File: src/rtl/sid_audio_decim.sv
// SID audio decimator: box-car average over DECIM ce ticks, gain,
// saturate to 16 bits, and queue stereo samples in a 2-deep FIFO.
module sid_audio_decim #(
  parameter int DECIM      = 21,
  parameter int GAIN_SHIFT = 2
) (
  input  logic               clk,
  input  logic               reset,
  input  logic               ce_1m,
  input  logic signed [17:0] audio_l,
  input  logic signed [17:0] audio_r,
  input  logic               mute,
  output logic signed [15:0] out_l,
  output logic signed [15:0] out_r,
  output logic               out_valid,
  input  logic               out_ready,
  output logic [7:0]         drop_cnt
);

  localparam int CW    = $clog2(DECIM);
  localparam int AW    = 18 + CW;
  localparam int PW    = AW + 26;
  localparam int RECIP = (2**24 + DECIM / 2) / DECIM;
  localparam logic signed [PW-1:0] RECIP_S = PW'(RECIP);
  localparam logic signed [PW-1:0] RND     = PW'(2**23);

  logic [CW-1:0]        cnt;
  logic signed [AW-1:0] acc_l, acc_r;
  logic signed [AW-1:0] in_l, in_r;
  logic signed [AW-1:0] sum_l, sum_r;
  logic signed [PW-1:0] sx_l, sx_r;
  logic signed [PW-1:0] p_l, p_r;
  logic signed [17:0]   mean_l, mean_r;
  logic signed [15:0]   s_l, s_r;
  logic                 v0, v1, v2;

  assign in_l = audio_l;
  assign in_r = audio_r;
  assign sx_l = sum_l;
  assign sx_r = sum_r;

  always_ff @(posedge clk) begin
    if (reset) begin
      cnt   <= '0;
      acc_l <= '0;
      acc_r <= '0;
      sum_l <= '0;
      sum_r <= '0;
      v0    <= 1'b0;
    end else begin
      v0 <= 1'b0;
      if (ce_1m) begin
        if (cnt == CW'(DECIM - 1)) begin
          sum_l <= acc_l + in_l;
          sum_r <= acc_r + in_r;
          acc_l <= '0;
          acc_r <= '0;
          cnt   <= '0;
          v0    <= 1'b1;
        end else begin
          acc_l <= acc_l + in_l;
          acc_r <= acc_r + in_r;
          cnt   <= cnt + 1'b1;
        end
      end
    end
  end

  // Multiply by the rounded reciprocal instead of dividing.
  always_ff @(posedge clk) begin
    if (reset) begin
      p_l    <= '0;
      p_r    <= '0;
      mean_l <= '0;
      mean_r <= '0;
      v1     <= 1'b0;
      v2     <= 1'b0;
    end else begin
      p_l    <= sx_l * RECIP_S + RND;
      p_r    <= sx_r * RECIP_S + RND;
      v1     <= v0;
      mean_l <= p_l[24 +: 18];
      mean_r <= p_r[24 +: 18];
      v2     <= v1;
    end
  end

  logic unused_p;
  assign unused_p = ^{p_l[23:0], p_l[PW-1:42],
                      p_r[23:0], p_r[PW-1:42]};

  function automatic logic signed [15:0] scale(
    input logic signed [17:0] m
  );
    logic signed [20:0] e;
    logic signed [20:0] g;
    e = m;
    g = (e <<< GAIN_SHIFT) >>> 2;
    if (g > 21'sd32767)
      return 16'sh7fff;
    else if (g < -21'sd32768)
      return 16'sh8000;
    else
      return g[15:0];
  endfunction

  assign s_l = mute ? '0 : scale(mean_l);
  assign s_r = mute ? '0 : scale(mean_r);

  logic [15:0] mem_l [2];
  logic [15:0] mem_r [2];
  logic        rd;
  logic [1:0]  count;
  logic        pop, full, wr_en, drop;
  logic        wr_idx;

  assign out_valid = (count != 2'd0);
  assign out_l     = out_valid ? mem_l[rd] : '0;
  assign out_r     = out_valid ? mem_r[rd] : '0;
  assign pop       = out_valid & out_ready;
  assign full      = (count == 2'd2);
  assign wr_en     = v2 & (~full | pop);
  assign drop      = v2 & full & ~pop;
  // Full with pop reuses the slot being freed at rd.
  assign wr_idx    = rd ^ count[0];

  always_ff @(posedge clk) begin
    if (wr_en) begin
      mem_l[wr_idx] <= s_l;
      mem_r[wr_idx] <= s_r;
    end
  end

  always_ff @(posedge clk) begin
    if (reset) begin
      rd       <= 1'b0;
      count    <= 2'd0;
      drop_cnt <= 8'd0;
    end else begin
      if (pop)
        rd <= ~rd;
      count <= count + {1'b0, wr_en} - {1'b0, pop};
      if (drop && drop_cnt != 8'hff)
        drop_cnt <= drop_cnt + 8'd1;
    end
  end

endmodule

File: config.mk
export PLATFORM = sky130hd
export DESIGN_NAME = sid_audio_decim
export DESIGN_NICKNAME = d
export VERILOG_FILES = /design/src/rtl/sid_audio_decim.sv
export SDC_FILE = /design/constraint.sdc
export NUM_CORES = 1
export LEC_CHECK = 0
export ABC_AREA = 1
export BUFFER_PORTS_ARGS = -buffer_cell sky130_fd_sc_hd__buf_2
export CAP_MARGIN = 20
export CORE_ASPECT_RATIO = 0.8
export CORE_MARGIN = 5
export CORE_UTILIZATION = 60
export DETAILED_ROUTE_END_ITERATION = 6
export PLACE_DENSITY = 0.77
export REMOVE_ABC_BUFFERS = 1
export SLEW_MARGIN = 20
export SYNTH_ARGS = -nofsm -noshare
export SYNTH_HDL_FRONTEND = slang
export SYNTH_SLANG_ARGS = --single-unit
File: constraint.sdc
create_clock -name clk -period 6.05 [get_ports clk]
set_input_delay 0.9075 -clock clk [delete_from_list [all_inputs] [get_ports clk]]
set_output_delay 0.9075 -clock clk [all_outputs]
set_load 0.02 [all_outputs]
==> metrics.txt <==
Clock transition at path regs=80 ps; synth warn=0; CP Class=reg -> reg; relative slew slack=30.3%; CTS buffer count=25; core area=42200 um2; synthesized area per cell=7.85 um2; die footprint=47100 um2; DRC viols=0; final instance area=27500 um2; GR peak layer=met2; Syn Inst Count=3277; Main synth FF type=dfxtp_1; commonest cells after routing, fill and taps aside=inv_1, nand2_1, ha_1, nor2_1, a21oi_1; Worst Max-Slew Pin Slew=1050 ps; Via density=5.39; Post-synth EDFFs=64; drt wl/cell=17.0 um; site row count=67; Starting Density=61.0%; clock skew=32.1 ps; total routed wirelength=66600 um; FILL cells=3707; Post-DRT Antenna Nets=0; hold endpoint=mean_l[11]$_SDFF_PP0_; CTS root buffer=clkbuf_16; crit start category=flop; Final Cycle Share=92.0%; Hold Crit Depth=2; minimum clock period=5560 ps; Post-CTS Setup Repair Bufs=0; share of cells above drive strength 1=4.78%; global-route wire length before repair=109000 um; TritonRoute pass-1 iters=5; status=finished clean; count of cell types in the netlist=46; Bufs on Longest Clock Path=3; gr ovfl total=0; CP Capture Type=flop; Die Y=195 um; initial antenna violation count=0; CP required=6470 ps; crit path DAT=5980 ps; Final #Nets=4040; Pwr Density=147 nW/um2; CTS Hold Bufs=0; fin. max-slew vios=0; met2 usage=45.7%; R2R Setup Slk=490 ps; total power=0.00404 W; crit-path max FO=3; vias in the first global route=21379; async set-reset flop share out of synthesis=0%; M3 GR Usage=3.95%; f_max=180 MHz; Synth Register Bits=248; TritonCTS clock tree=built; net switching power=0.00120 W; Detailed Place HPWL=56100 um; most common cell after layout, fill and taps aside=inv_1; peak supply drop=0.200 mV; Flop pwr share=43.6%; clock share of power=37.1%; largest net degree at the start of global routing=76; ant diodes=0; RSZ-0062 raised after global routing=false; Max Cap Viol=0; Synth Cell Area=25700 um2; post-cts sizing count=0; Reg-to-Reg End=p_l[39]$_SDFF_PP0_; via count=21134; met1 Usage GRT=40.8%; Combinational Power Share=19.3%; worst reg-to-reg path cell count=25; IO Port Bufs=81; FF-to-FF Start=sum_l[3]$_SDFFE_PP0P_; die outline width=242 um; post-route setup TNS=0 ps; htree depth=1; Layout Area Growth over Synthesis=6.92%; LEAKAGE=14.8 nW; area post-placement=26700 um2; cell-internal power=0.00283 W; CTS Sinks=248; io pins=82; Skew-Pair Late Insertion Delay=550 ps; Sw Ratio=29.8%; final-report hold violation count=0; overall routing resource usage=28.0%; hold_sp=p_l[35]$_SDFF_PP0_; GP Congestion=0.943; starting DRC count in detailed routing=1594; Worst Hold Class=reg -> reg; setup violators final=0; fin util=65.2%; sequential-to-total area share from yosys stat=21.8%
[power groups by stage]
stage	Combinational [W]	Sequential [W]	Clock, W
final	0.000778	0.00176	0.00150
after global routing	0.000869	0.00177	0.00161
after CTS	0.000773	0.00176	0.00153
after detailed placement	0.000768	0.00180	0
after global placement	0.000759	0.00179	0
after floorplan	0.000536	0.00180	0
[logic make-up after synthesis]
kind of cell	synth area share (%)
DFF	21.8
xor gates and xnor gates	1.12
buffers and inverters	10.8
and+or+nand+nor	18.7
AOI/OAI and AO/OA	9.18
adders and majority gates	38.4
[final cells by class]
class,instances,area (um2),area share [%]
repair buffers,91,480,1.75
multi-input cells,2296,17400,63.1
well taps,552,691,2.51
clock inverters,12,98.8,0.359
flip-flops and latches,248,5610,20.4
clock buffers,33,686,2.49
inverters,688,2580,9.39
[worst max path at each step]
stage / from / to / slack, ps / cells past startpoint
3_5_place_dp: sum_l[3]$_SDFFE_PP0P_ / p_l[39]$_SDFF_PP0_ / 570 / 25
5_1_grt: sum_l[3]$_SDFFE_PP0P_ / p_l[39]$_SDFF_PP0_ / 140 / 24
4_1_cts: sum_l[3]$_SDFFE_PP0P_ / p_l[39]$_SDFF_PP0_ / 520 / 25
3_3_place_gp: sum_l[3]$_SDFFE_PP0P_ / p_l[39]$_SDFF_PP0_ / 690 / 25
2_1_floorplan: sum_l[22]$_SDFFE_PP0P_ / p_l[39]$_SDFF_PP0_ / 960 / 22
6_report: sum_l[3]$_SDFFE_PP0P_ / p_l[39]$_SDFF_PP0_ / 490 / 25
[cell usage after synthesis (2+ instances only)]
cell type / count / area share [%]
buf_2: 7 / 0.14
nor2_1: 298 / 4.3
fa_1: 235 / 18
nand2_1: 635 / 9.3
ha_1: 414 / 20
nand2_2: 9 / 0.22
buf_1: 3 / 0.044
o21ai_1: 6 / 0.12
nand4_1: 24 / 0.58
nor3b_1: 2 / 0.058
or2_1: 8 / 0.19
nand3b_1: 14 / 0.41
o2111ai_1: 2 / 0.068
and2_1: 4 / 0.097
o21ai_0: 101 / 2.0
inv_2: 4 / 0.058
a21boi_0: 2 / 0.058
xor2_1: 13 / 0.44
nor4_1: 4 / 0.097
nand3_1: 135 / 2.6
buf_4: 3 / 0.088
xnor2_1: 20 / 0.68
a22o_1: 6 / 0.20
inv_1: 683 / 10
o21a_1: 6 / 0.18
a21oi_1: 286 / 5.6
nor2_2: 3 / 0.073
dfxtp_1: 184 / 14
a32o_1: 2 / 0.078
a21o_1: 7 / 0.20
nand2b_1: 2 / 0.049
nor3_1: 25 / 0.49
clkbuf_1: 32 / 0.47
or2_2: 5 / 0.12
o211ai_1: 2 / 0.058
o21bai_1: 13 / 0.38
o22ai_1: 6 / 0.15
edfxtp_1: 64 / 7.5
[sequential cells by signal (all words and copies together), names as in the netlist, 5 cells and up, named ones only]
signal    flops
p_l          18
sum_r        23
cnt           5
mean_l       18
drop_cnt      8
p_r          18
mean_r       18
mem_l        32
mem_r        32
acc_r        23
acc_l        23
sum_l        23
[critical path: stages, from the launching register on]
cell and delay (ps):
dfxtp_1 370, inv_1 80, ha_1 280, inv_1 50
ha_1 320, inv_1 70, fa_1 530, inv_1 60
fa_1 500, fa_1 510, fa_1 560, inv_1 60
fa_1 530, inv_1 60, ha_1 320, nand2_1 90
nor2_1 220, inv_1 80, nor2_1 200, inv_1 70
o21bai_1 150, nand2_1 100, nand3_1 80, nand2_1 50
inv_1 60, nor2_1 30
[layer usage]
layer,share of wire (%),vias up
met5,0,-
met4,1.6,0
met3,6.2,79
met2,44,634
met1,48,9904
li1,-,10517
[metrics by stage]
| step | instances | setup WS, ps | hold slack, ps |
|---|---|---|---|
| 2_1_floorplan | 3232 | 957 | 388 |
| 3_3_place_gp | 3875 | 689 | 391 |
| 3_5_place_dp | 3875 | 573 | 392 |
| 4_1_cts | 3920 | 516 | 399 |
| 5_1_grt | 3920 | 140 | 412 |
| 6_report | 3920 | 485 | 397 |
Power figures use the tool's default switching activity.
